<file path="src/rtl/quad_pkg.sv">
// Shared types and Gray-code helpers for the quadrature encoder bank.
package quad_pkg;

  typedef enum logic [1:0] {QM_X1, QM_X2, QM_X4, QM_RSVD} quad_mode_e;

  typedef struct packed {
    logic valid;
    logic dir;      // 1 = clockwise
    logic illegal;
  } quad_step_t;

  // Position of a {B,A} code along the clockwise cycle 00,01,11,10.
  function automatic logic [1:0] gray_phase(input logic [1:0] g);
    logic [1:0] ph;
    case (g)
      2'b00:   ph = 2'd0;
      2'b01:   ph = 2'd1;
      2'b11:   ph = 2'd2;
      default: ph = 2'd3;
    endcase
    return ph;
  endfunction

  function automatic quad_step_t quad_decode(input logic [1:0] prev, input logic [1:0] cur);
    quad_step_t s;
    logic [1:0] d;
    d         = gray_phase(cur) - gray_phase(prev);
    s.valid   = (d == 2'd1) || (d == 2'd3);
    s.dir     = (d == 2'd1);
    s.illegal = (d == 2'd2);
    return s;
  endfunction

  function automatic logic quad_counts(input quad_mode_e mode, input logic [1:0] cur);
    logic c;
    case (mode)
      QM_X1:   c = (cur == 2'b00);
      QM_X2:   c = (cur == 2'b00) || (cur == 2'b11);
      default: c = 1'b1;
    endcase
    return c;
  endfunction

endpackage

</file>
<file path="src/rtl/quad_channel.sv">
// One encoder channel: synchroniser, debounce, init handling, Gray decode,
// position counter, step pulses and sticky illegal-transition flag.
module quad_channel
  import quad_pkg::*;
#(
  parameter int POS_W     = 8,
  parameter int DB_CYCLES = 4,
  parameter int SATURATE  = 0
) (
  input  logic             clk,
  input  logic             rst,
  input  logic [1:0]       quad_in,
  input  logic [1:0]       mode,
  input  logic             pos_clr,
  input  logic             err_clr,
  output logic [POS_W-1:0] pos,
  output logic             step_cw,
  output logic             step_ccw,
  output logic             err
);

  localparam logic [7:0]       DB_MAX  = 8'(DB_CYCLES);
  localparam logic [POS_W-1:0] POS_MAX = '1;

  logic [1:0]       r_sync1, r_sync2, r_db, r_prev, r_sv;
  logic [7:0]       r_cnt [2];
  logic             r_init, r_step_cw, r_step_ccw, r_err;
  logic [POS_W-1:0] r_pos;

  quad_step_t w_step;
  logic       w_count, w_illegal, w_settled;

  always_ff @(posedge clk) begin
    if (rst) begin
      r_sync1 <= '0;
      r_sync2 <= '0;
      r_db    <= '0;
      r_sv    <= '0;
      for (int b = 0; b < 2; b++) r_cnt[b] <= '0;
    end else begin
      // NOTE: non-blocking throughout so every stage samples the previous cycle's value.
      r_sync1 <= quad_in;
      r_sync2 <= r_sync1;
      r_sv    <= {r_sv[0], 1'b1};
      for (int b = 0; b < 2; b++) begin
        if (r_sync2[b] != r_db[b]) begin
          if (r_cnt[b] == DB_MAX) begin
            r_db[b]  <= r_sync2[b];
            r_cnt[b] <= '0;
          end else begin
            r_cnt[b] <= r_cnt[b] + 8'd1;
          end
        end else begin
          r_cnt[b] <= '0;
        end
      end
    end
  end

  // Init ends once the synchroniser holds real samples and the debouncer has caught up.
  assign w_settled = r_sv[1] && (r_sync2 == r_db);

  always_comb begin
    // NOTE: defaults first so no path leaves a combinational output unassigned (no latch).
    w_step    = quad_decode(r_prev, r_db);
    w_count   = 1'b0;
    w_illegal = 1'b0;
    if (!r_init) begin
      w_count   = w_step.valid && quad_counts(quad_mode_e'(mode), r_db);
      w_illegal = w_step.illegal;
    end
  end

  always_ff @(posedge clk) begin
    if (rst) begin
      r_prev     <= '0;
      r_init     <= 1'b1;
      r_pos      <= '0;
      r_step_cw  <= 1'b0;
      r_step_ccw <= 1'b0;
      r_err      <= 1'b0;
    end else begin
      r_prev     <= r_db;
      if (r_init && w_settled) r_init <= 1'b0;
      r_step_cw  <= w_count && w_step.dir;
      r_step_ccw <= w_count && !w_step.dir;
      if (pos_clr) begin
        r_pos <= '0;
      end else if (w_count) begin
        if (w_step.dir) begin
          if (!(SATURATE != 0 && r_pos == POS_MAX)) r_pos <= r_pos + 1'b1;
        end else begin
          if (!(SATURATE != 0 && r_pos == '0)) r_pos <= r_pos - 1'b1;
        end
      end
      if (w_illegal)    r_err <= 1'b1;
      else if (err_clr) r_err <= 1'b0;
    end
  end

  assign pos      = r_pos;
  assign step_cw  = r_step_cw;
  assign step_ccw = r_step_ccw;
  assign err      = r_err;

endmodule

</file>
<file path="src/rtl/quad_encoder_bank.sv">
// Multi-channel quadrature decoder: N_CH independent channels sharing one
// resolution mode, outputs packed per channel.
module quad_encoder_bank
  import quad_pkg::*;
#(
  parameter int N_CH      = 2,
  parameter int POS_W     = 8,
  parameter int DB_CYCLES = 4,
  parameter int SATURATE  = 0
) (
  input  logic                  clk,
  input  logic                  rst,
  input  logic [2*N_CH-1:0]     quad_in,
  input  logic [1:0]            mode,
  input  logic [N_CH-1:0]       pos_clr,
  input  logic [N_CH-1:0]       err_clr,
  output logic [N_CH*POS_W-1:0] pos,
  output logic [N_CH-1:0]       step_cw,
  output logic [N_CH-1:0]       step_ccw,
  output logic [N_CH-1:0]       err
);

  for (genvar c = 0; c < N_CH; c++) begin : g_ch
    quad_channel #(
      .POS_W     (POS_W),
      .DB_CYCLES (DB_CYCLES),
      .SATURATE  (SATURATE)
    ) u_ch (
      .clk      (clk),
      .rst      (rst),
      .quad_in  (quad_in[2*c +: 2]),
      .mode     (mode),
      .pos_clr  (pos_clr[c]),
      .err_clr  (err_clr[c]),
      .pos      (pos[c*POS_W +: POS_W]),
      .step_cw  (step_cw[c]),
      .step_ccw (step_ccw[c]),
      .err      (err[c])
    );
  end

endmodule

</file>
<file path="config.mk">
export PLATFORM = sky130hd
export DESIGN_NAME = quad_encoder_bank
export DESIGN_NICKNAME = d
export VERILOG_FILES = /design/src/rtl/quad_pkg.sv /design/src/rtl/quad_channel.sv /design/src/rtl/quad_encoder_bank.sv
export SDC_FILE = /design/constraint.sdc
export NUM_CORES = 1
export LEC_CHECK = 0
export ABC_CLOCK_PERIOD_IN_PS = 6600
export CORE_MARGIN = 4
export CORE_UTILIZATION = 30
export CTS_CLUSTER_DIAMETER = 200
export CTS_CLUSTER_SIZE = 25
export DETAILED_ROUTE_END_ITERATION = 16
export SLEW_MARGIN = 20
export SYNTH_ARGS = -nofsm -noshare
export SYNTH_HDL_FRONTEND = slang
export SYNTH_SLANG_ARGS = --single-unit
</file>
<file path="constraint.sdc">
create_clock -name clk -period 6.6 [get_ports clk]
set_input_delay 0.66 -clock clk [delete_from_list [all_inputs] [get_ports clk]]
set_output_delay 0.66 -clock clk [all_outputs]
set_load 0.02 [all_outputs]
</file>
==> results of run 1 <==
==> worst register-to-register path, cell delays in order (launching register included) <==
cell and delay (ns):
sky130_fd_sc_hd__dfxtp_1 0.40, sky130_fd_sc_hd__inv_1 0.10, sky130_fd_sc_hd__ha_1 0.32, sky130_fd_sc_hd__inv_1 0.06, sky130_fd_sc_hd__ha_1 0.13, sky130_fd_sc_hd__xnor3_1 0.38
sky130_fd_sc_hd__and2b_2 0.23, sky130_fd_sc_hd__inv_1 0.23, sky130_fd_sc_hd__ha_1 0.34, sky130_fd_sc_hd__a21oi_1 0.21, sky130_fd_sc_hd__a21oi_1 0.08, sky130_fd_sc_hd__and3b_1 0.22
sky130_fd_sc_hd__xnor2_1 0.07, sky130_fd_sc_hd__or3_1 0.30, sky130_fd_sc_hd__a21oi_1 0.15
==> layer usage <==
metal  vias to the layer above  global-route usage  routed length (µm)
li1                       1403                   -                   -
met1                      1220               0.127                3260
met2                        34               0.166                3040
met3                        13              0.0224                 188
met4                         0              0.0434                 138
met5                         -                   0                   0
==> cells by family after synthesis <==
family,Yosys count,synth area share
AO/OA/AOI/OAI,34,0.0475
XOR/XNOR,44,0.107
adder cells (fa/ha/maj),34,0.114
buffers and inverters,36,0.0416
flip-flops,74,0.468
multiplexers,10,0.0260
other,1,0.000975
AND/OR/NAND/NOR,156,0.194
==> final cells by class <==
cell class	instances	area, µm²	area share
inverters	23	86.3	0.0182
repair buffers	35	345	0.0727
flip-flops and latches	74	1800	0.379
well taps	172	215	0.0453
clock inverters	6	56.3	0.0119
multi-input cells	310	2010	0.422
clock buffers	10	239	0.0503
==> layout by cell type, fill, tap and decap left out <==
cell                              instances
sky130_fd_sc_hd__nor3_1                   5
sky130_fd_sc_hd__inv_1                   23
sky130_fd_sc_hd__nor2_1                  72
sky130_fd_sc_hd__nor4b_1                  3
sky130_fd_sc_hd__o21ai_2                  1
sky130_fd_sc_hd__mux2i_1                 10
sky130_fd_sc_hd__or3_1                    2
sky130_fd_sc_hd__conb_1                  32
sky130_fd_sc_hd__xnor3_1                  2
sky130_fd_sc_hd__nor3b_1                  3
sky130_fd_sc_hd__clkbuf_8                 1
sky130_fd_sc_hd__nor2b_1                  9
sky130_fd_sc_hd__nand2_1                 15
sky130_fd_sc_hd__and3_1                  12
sky130_fd_sc_hd__and3b_1                  2
sky130_fd_sc_hd__a21o_1                   4
sky130_fd_sc_hd__a31oi_1                  2
sky130_fd_sc_hd__clkinv_1                 3
sky130_fd_sc_hd__and2b_2                  2
sky130_fd_sc_hd__buf_4                    2
sky130_fd_sc_hd__a21oi_1                 22
sky130_fd_sc_hd__edfxtp_1                32
sky130_fd_sc_hd__nor4bb_1                 1
sky130_fd_sc_hd__fa_1                     2
sky130_fd_sc_hd__ha_1                    32
sky130_fd_sc_hd__nand3_1                 25
sky130_fd_sc_hd__clkinvlp_4               2
sky130_fd_sc_hd__clkdlybuf4s50_1         33
sky130_fd_sc_hd__nand4_1                  2
sky130_fd_sc_hd__xnor2_1                 18
sky130_fd_sc_hd__dfxtp_1                 42
sky130_fd_sc_hd__o21ai_0                  5
sky130_fd_sc_hd__xor2_1                  24
sky130_fd_sc_hd__bufinv_16                1
sky130_fd_sc_hd__or2_2                    3
sky130_fd_sc_hd__clkbuf_16                9
==> power breakdown <==
| group | switching [mW] | internal [mW] |
|---|---|---|
| registers | 0.0115 | 0.491 |
| clock network | 0.177 | 0.299 |
| logic | 0.0208 | 0.0192 |
==> worst paths after layout <==
| check | cells after the start | endpoint | startpoint | slack [ns] |
|---|---|---|---|---|
| worst max-delay path | 14 | g_ch[0].u_ch.pos[7] | g_ch[0].u_ch.r_db[0] | 3.32 |
| worst min register to register | 1 | g_ch[1].u_ch.r_sv[1] | g_ch[0].u_ch.r_sv[0] | 0.44 |
| worst max register to register | 14 | g_ch[0].u_ch.pos[7] | g_ch[0].u_ch.r_db[0] | 3.32 |
| worst min-delay path | 1 | g_ch[1].u_ch.r_sv[1] | g_ch[0].u_ch.r_sv[0] | 0.44 |
==> synth_stat cells (all sizes together) <==
| library cell | instances |
|---|---|
| nand3 | 25 |
| edfxtp | 32 |
| ha | 32 |
| nor2 | 72 |
| fa | 2 |
| and2b | 2 |
| conb | 1 |
| o21ai | 6 |
| mux2i | 10 |
| a31oi | 2 |
| xor2 | 24 |
| nor4bb | 1 |
| and3 | 12 |
| inv | 23 |
| clkbuf | 3 |
| a21oi | 22 |
| a21o | 4 |
| or2 | 3 |
| xnor3 | 2 |
| nor3 | 5 |
| nand2 | 15 |
| nor4b | 3 |
| nor3b | 3 |
| nor2b | 9 |
| and3b | 2 |
| dfxtp | 42 |
| nand4 | 2 |
| xnor2 | 18 |
| buf | 10 |
| or3 | 2 |
==> registers in the layout (all words and copies together), names as in the netlist <==
name and count:
g_ch.u_ch.r_db 4, g_ch.u_ch.r_cnt 32, g_ch.u_ch.r_sync1 4, g_ch.u_ch.r_sync2 4
g_ch.u_ch.r_init 2, g_ch.u_ch.step_cw 2, g_ch.u_ch.r_prev 4, g_ch.u_ch.pos 16
g_ch.u_ch.r_sv 2, g_ch.u_ch.step_ccw 2, g_ch.u_ch.err 2
==> stage by stage <==
step           cell area, µm²  power (mW)  setup slack (ns)   util  instances
2_1_floorplan            3960       0.536              3.58      -        420
3_3_place_gp             4450       0.551              3.46  0.354        614
3_5_place_dp             4450       0.552              3.33  0.354        614
4_1_cts                  4750        1.03              3.31  0.378        630
5_1_grt                  4750        1.06              3.05  0.378        630
6_report                 4750        1.02              3.32  0.378        630
==> out/metrics.cfg, run 1 <==
[die]
core_area_mm2=0.0126
num_io_pins=34
die_y_um=121
width_of_the_die_um=121
initial_utilization=0.306
floorplan.die_area_mm2=0.0147
rows=41

[critical_path]
worstPathBufferInverterCount=3
critical_path.max_stage_delay_ns=0.40
cp_top_family=adder cells
cp-end-kind=register
data_arrival_time_of_the_critical_path_ns=3.54
path_cells=inv_1, ha_1, inv_1, ha_1, xnor3_1, and2b_2, inv_1, ha_1, a21oi_1, a21oi_1, and3b_1, xnor2_1, or3_1, a21oi_1
cpMaxStageDelayCell=sky130_fd_sc_hd__dfxtp_1
critical_path.max_fanout=8
crit_path_launch_type=register
cp.required_ns=6.86
timing_worst_setup_path_type=reg2reg

[clocking]
cts_max_level=3
cts.clk_slew.worst_paths_ns=0.06
clk_latency_ns=0.32
postCtsSetupRepairBufs=0
cts-root-buf=sky130_fd_sc_hd__clkbuf_16
cts_resized=0
cts_tree=built
clockBufferDepth=2
clock_sinks=74
hold_buffers=0
cts_inserted_buffers=9

[layout]
fin_nets=499
n_fill_cell=1244
layout-drive-gt1-share=0.0459
antenna-diode-count=0
layout-area-overhead-vs-synth_pct=23.4

[status]
outcome=completed

[detailed_routing]
avgRoutedWirePerCell_um=10.5
detail_route.first_pass.iterations=4
antenna_left=0
drc_errors=0
post_drt_via_cell_ratio=4.24
drt_first_iter_violations=55
routed_wl_um=6630
detailroute.via_count=2670

[grt]
maximum_number_of_pins_on_one_net_before_global_route_repair=31
grt_remaining_overflow=0
grt_first_pass_wirelength_um=12100
grt_pass1_vias=2806
groute.usage.overall=0.101
grt_antenna_before_repair=0

[sta]
worst-slew-pin-transition_ns=0.632
final-max-slew-violation-count=0
grt_setup_unrepaired=no
period_share=0.498
timing.setup.tns_ns=0
hold-worst-slack_ns=0.439
skew_ns=0.00545
final-hold-violation-count=0
final-setup-viol-count=0
worst_slew_margin_rel=0.579
fmax_mhz=304
period_needed_ns=3.28

[yosys]
synth.top_cell.area_share=0.250
ys_top_cells_by_area=sky130_fd_sc_hd__edfxtp_1 (25%), sky130_fd_sc_hd__dfxtp_1 (22%), sky130_fd_sc_hd__ha_1 (10%)
post-synth-top-area-cell=sky130_fd_sc_hd__edfxtp_1
synth_sequential_area_ratio=0.468
synth_cell_types=32
synth_seq_cells=74
synth_cells=389
syn-cell-area_mm2=0.00385
post_synth.cell_area_avg_um2=9.89
yosys_warnings=0

[job]
number_of_max_capacitance_violations_reported=0

[place]
place.detailed.hpwl_um=4920
port_bufs=33
gp_congestion=0.792

[power]
p_leak_nw=1.99
ir_drop_mv=0.120
power-per-cell-area_mw_per_mm2=214

[worst_hold_path]
hold_path_class=reg2reg

Note: power is estimated with default switching activity, not from simulation.
==> run 2: changes to the inputs <==
- ABC_CLOCK_PERIOD_IN_PS: 6600 -> 2600
- clock period: 6.6 -> 2.6 ns (I/O delays scaled with it)
==> run 2 against run 1 <==
  * The flow now finishes with violations (setup timing)
  * Combinational power rose to 2.8 times the previous value
  * Wire length up 10%
  * Count of clock-buffer cells in the layout up 4
  * Die area unchanged
  * Sequential share of layout area down 3.5 points
  * Setup slack worse by 3.4 ns
  * Worst hold slack worse by 0.0033 ns
  * Total power rose to 2.6 times the previous value
  * Final area up 11%
  * Non-clock buffer count up 25
  * First-iteration DRC count up 53%
  * Global-route usage up 0.65 points
  * Largest cell class unchanged
==> out/metrics.cfg, run 2 (synthesis results as in run 1) <==
[sta]
skew_ns=0.00478
grt_setup_unrepaired=yes
fmax_mhz=374
period_share=1.03
final.setup.worst_slack_ns=-0.0754
final-hold-violation-count=0
hold-worst-slack_ns=0.436
period_needed_ns=2.68
worst_slew_margin_rel=0.569
final-max-slew-violation-count=0
worst-slew-pin-transition_ns=0.645
timing.setup.tns_ns=-0.191
final-setup-viol-count=4

[clocking]
cts_tree=built
cts-root-buf=sky130_fd_sc_hd__clkbuf_16
cts_inserted_buffers=9
hold_buffers=0
clock_sinks=74
clk_latency_ns=0.33
cts.clk_slew.worst_paths_ns=0.05
cts_max_level=3
clockBufferDepth=2

[layout]
layout-area-overhead-vs-synth_pct=36.8
layout-drive-gt1-share=0.199
leading_cell_type_in_the_layout_fill_and_taps_excluded=sky130_fd_sc_hd__nor2_1
n_fill_cell=1256
antenna-diode-count=0
flip_flop_count_of_the_largest_register_all_copies_and_words_added=32
fin_nets=524
registers.top_by_ff_count=g_ch.u_ch.r_cnt
highest_count_cells_in_the_layout_ignoring_fill_and_taps=sky130_fd_sc_hd__nor2_1 (70), sky130_fd_sc_hd__dfxtp_1 (36), sky130_fd_sc_hd__clkdlybuf4s50_1 (33)

[job]
number_of_max_capacitance_violations_reported=0

[grt]
groute.usage.overall=0.107
grt_remaining_overflow=0
grt_pass1_vias=2761
grt_first_pass_wirelength_um=12500
grt_antenna_before_repair=0
maximum_number_of_pins_on_one_net_before_global_route_repair=17

[die]
rows=41
initial_utilization=0.306
num_io_pins=34
floorplan.die_area_mm2=0.0147
width_of_the_die_um=121
core_area_mm2=0.0126
die_y_um=121

[critical_path]
worstPathBufferInverterCount=2
data_arrival_time_of_the_critical_path_ns=2.94
critPathLaunch=g_ch[0].u_ch.r_db[0]
worst_r2r_endpoint=g_ch[0].u_ch.pos[7]
reg2reg_depth=13
rr_startpoint=g_ch[0].u_ch.r_db[0]
critical_path.max_stage_delay_ns=0.34
cp-end-kind=register
cp.required_ns=2.86
critical_path.endpoint=g_ch[0].u_ch.pos[7]
timing_worst_setup_path_type=reg2reg
timing.critical_path.depth=13
critical_path.max_fanout=8
path_cells=inv_2, ha_1, nor2_2, xnor3_1, and2b_2, inv_6, ha_4, a21oi_2, a21oi_2, and3b_1, xnor2_1, or3_1, a21oi_1
cp_top_family=simple AND/OR/NAND/NOR gates
setup.reg_to_reg.worst_slack_ns=-0.08
critPathMostFrequentCell=sky130_fd_sc_hd__a21oi_2
crit_path_launch_type=register
cpMaxStageDelayCell=sky130_fd_sc_hd__dfxtp_2

[detailed_routing]
post_drt_via_cell_ratio=4.25
detailroute.via_count=2784
antenna_left=0
drc_errors=0
routed_wl_um=7330
drt_first_iter_violations=84
avgRoutedWirePerCell_um=11.2
detail_route.first_pass.iterations=4

[power]
p_leak_nw=2.15
post-layout-total-power_mw=2.66
power-per-cell-area_mw_per_mm2=505
ir_drop_mv=0.248

[place]
dpl_worst_slack_ns=-0.131
place.detailed.hpwl_um=5450
port_bufs=33
gp_congestion=0.791

[worst_hold_path]
hold_path_class=reg2reg

[status]
failed_checks=setup timing
outcome=finished with violations

-- run 2: timing repair --
action                                  CTS  global route
pin swaps                                 7            12
buffers inserted                          1             3
gates resized for setup                  13            16
endpoints found under the setup margin    7             9
-- run 2: layout make-up --
type	count	area [µm²]	share of cell area
Multi-Input combinational cell	310	2290	0.436
Sequential cell	74	1810	0.344
Timing Repair Buffer	60	533	0.101
Clock buffer	14	274	0.0521
Tap cell	172	215	0.0409
Inverter	23	98.8	0.0188
Clock inverter	2	35.0	0.00666
-- run 2: how the worst min path moves through the flow --
stage / start / endpoint / slack (ns) / cells after the start
after floorplan: quad_in[0] / g_ch[0].u_ch.r_sync1[0] / 0.39 / 1
after global placement: g_ch[0].u_ch.r_sync1[0] / g_ch[0].u_ch.r_sync2[0] / 0.43 / 1
after detailed placement: g_ch[0].u_ch.r_sync1[1] / g_ch[0].u_ch.r_sync2[1] / 0.42 / 1
after CTS: g_ch[0].u_ch.r_sync1[1] / g_ch[0].u_ch.r_sync2[1] / 0.44 / 1
after global routing: g_ch[0].u_ch.r_sv[0] / g_ch[1].u_ch.r_sv[1] / 0.45 / 1
final: g_ch[0].u_ch.r_sync1[1] / g_ch[0].u_ch.r_sync2[1] / 0.44 / 1
-- run 2: through the flow --
step	instances	utilization	cell area [µm²]
3_3_place_gp	635	0.382	4800
2_1_floorplan	420	-	4160
4_1_cts	652	0.411	5170
5_1_grt	655	0.419	5260
6_report	655	0.419	5260
3_5_place_dp	635	0.382	4800
-- run 2: metal layers --
metal,track usage,routed length [µm],vias to the layer above
met3,0.0373,308,13
met1,0.130,3470,1286
li1,-,-,1451
met2,0.169,3400,34
met4,0.0525,151,0
met5,0,0,-
-- run 2: power by group --
group          switching (mW)  total (mW)  internal (mW)  leakage [nW]
combinational          0.0571       0.113         0.0554          1.33
sequential             0.0280        1.27           1.24         0.675
clock                   0.455        1.28          0.820         0.153
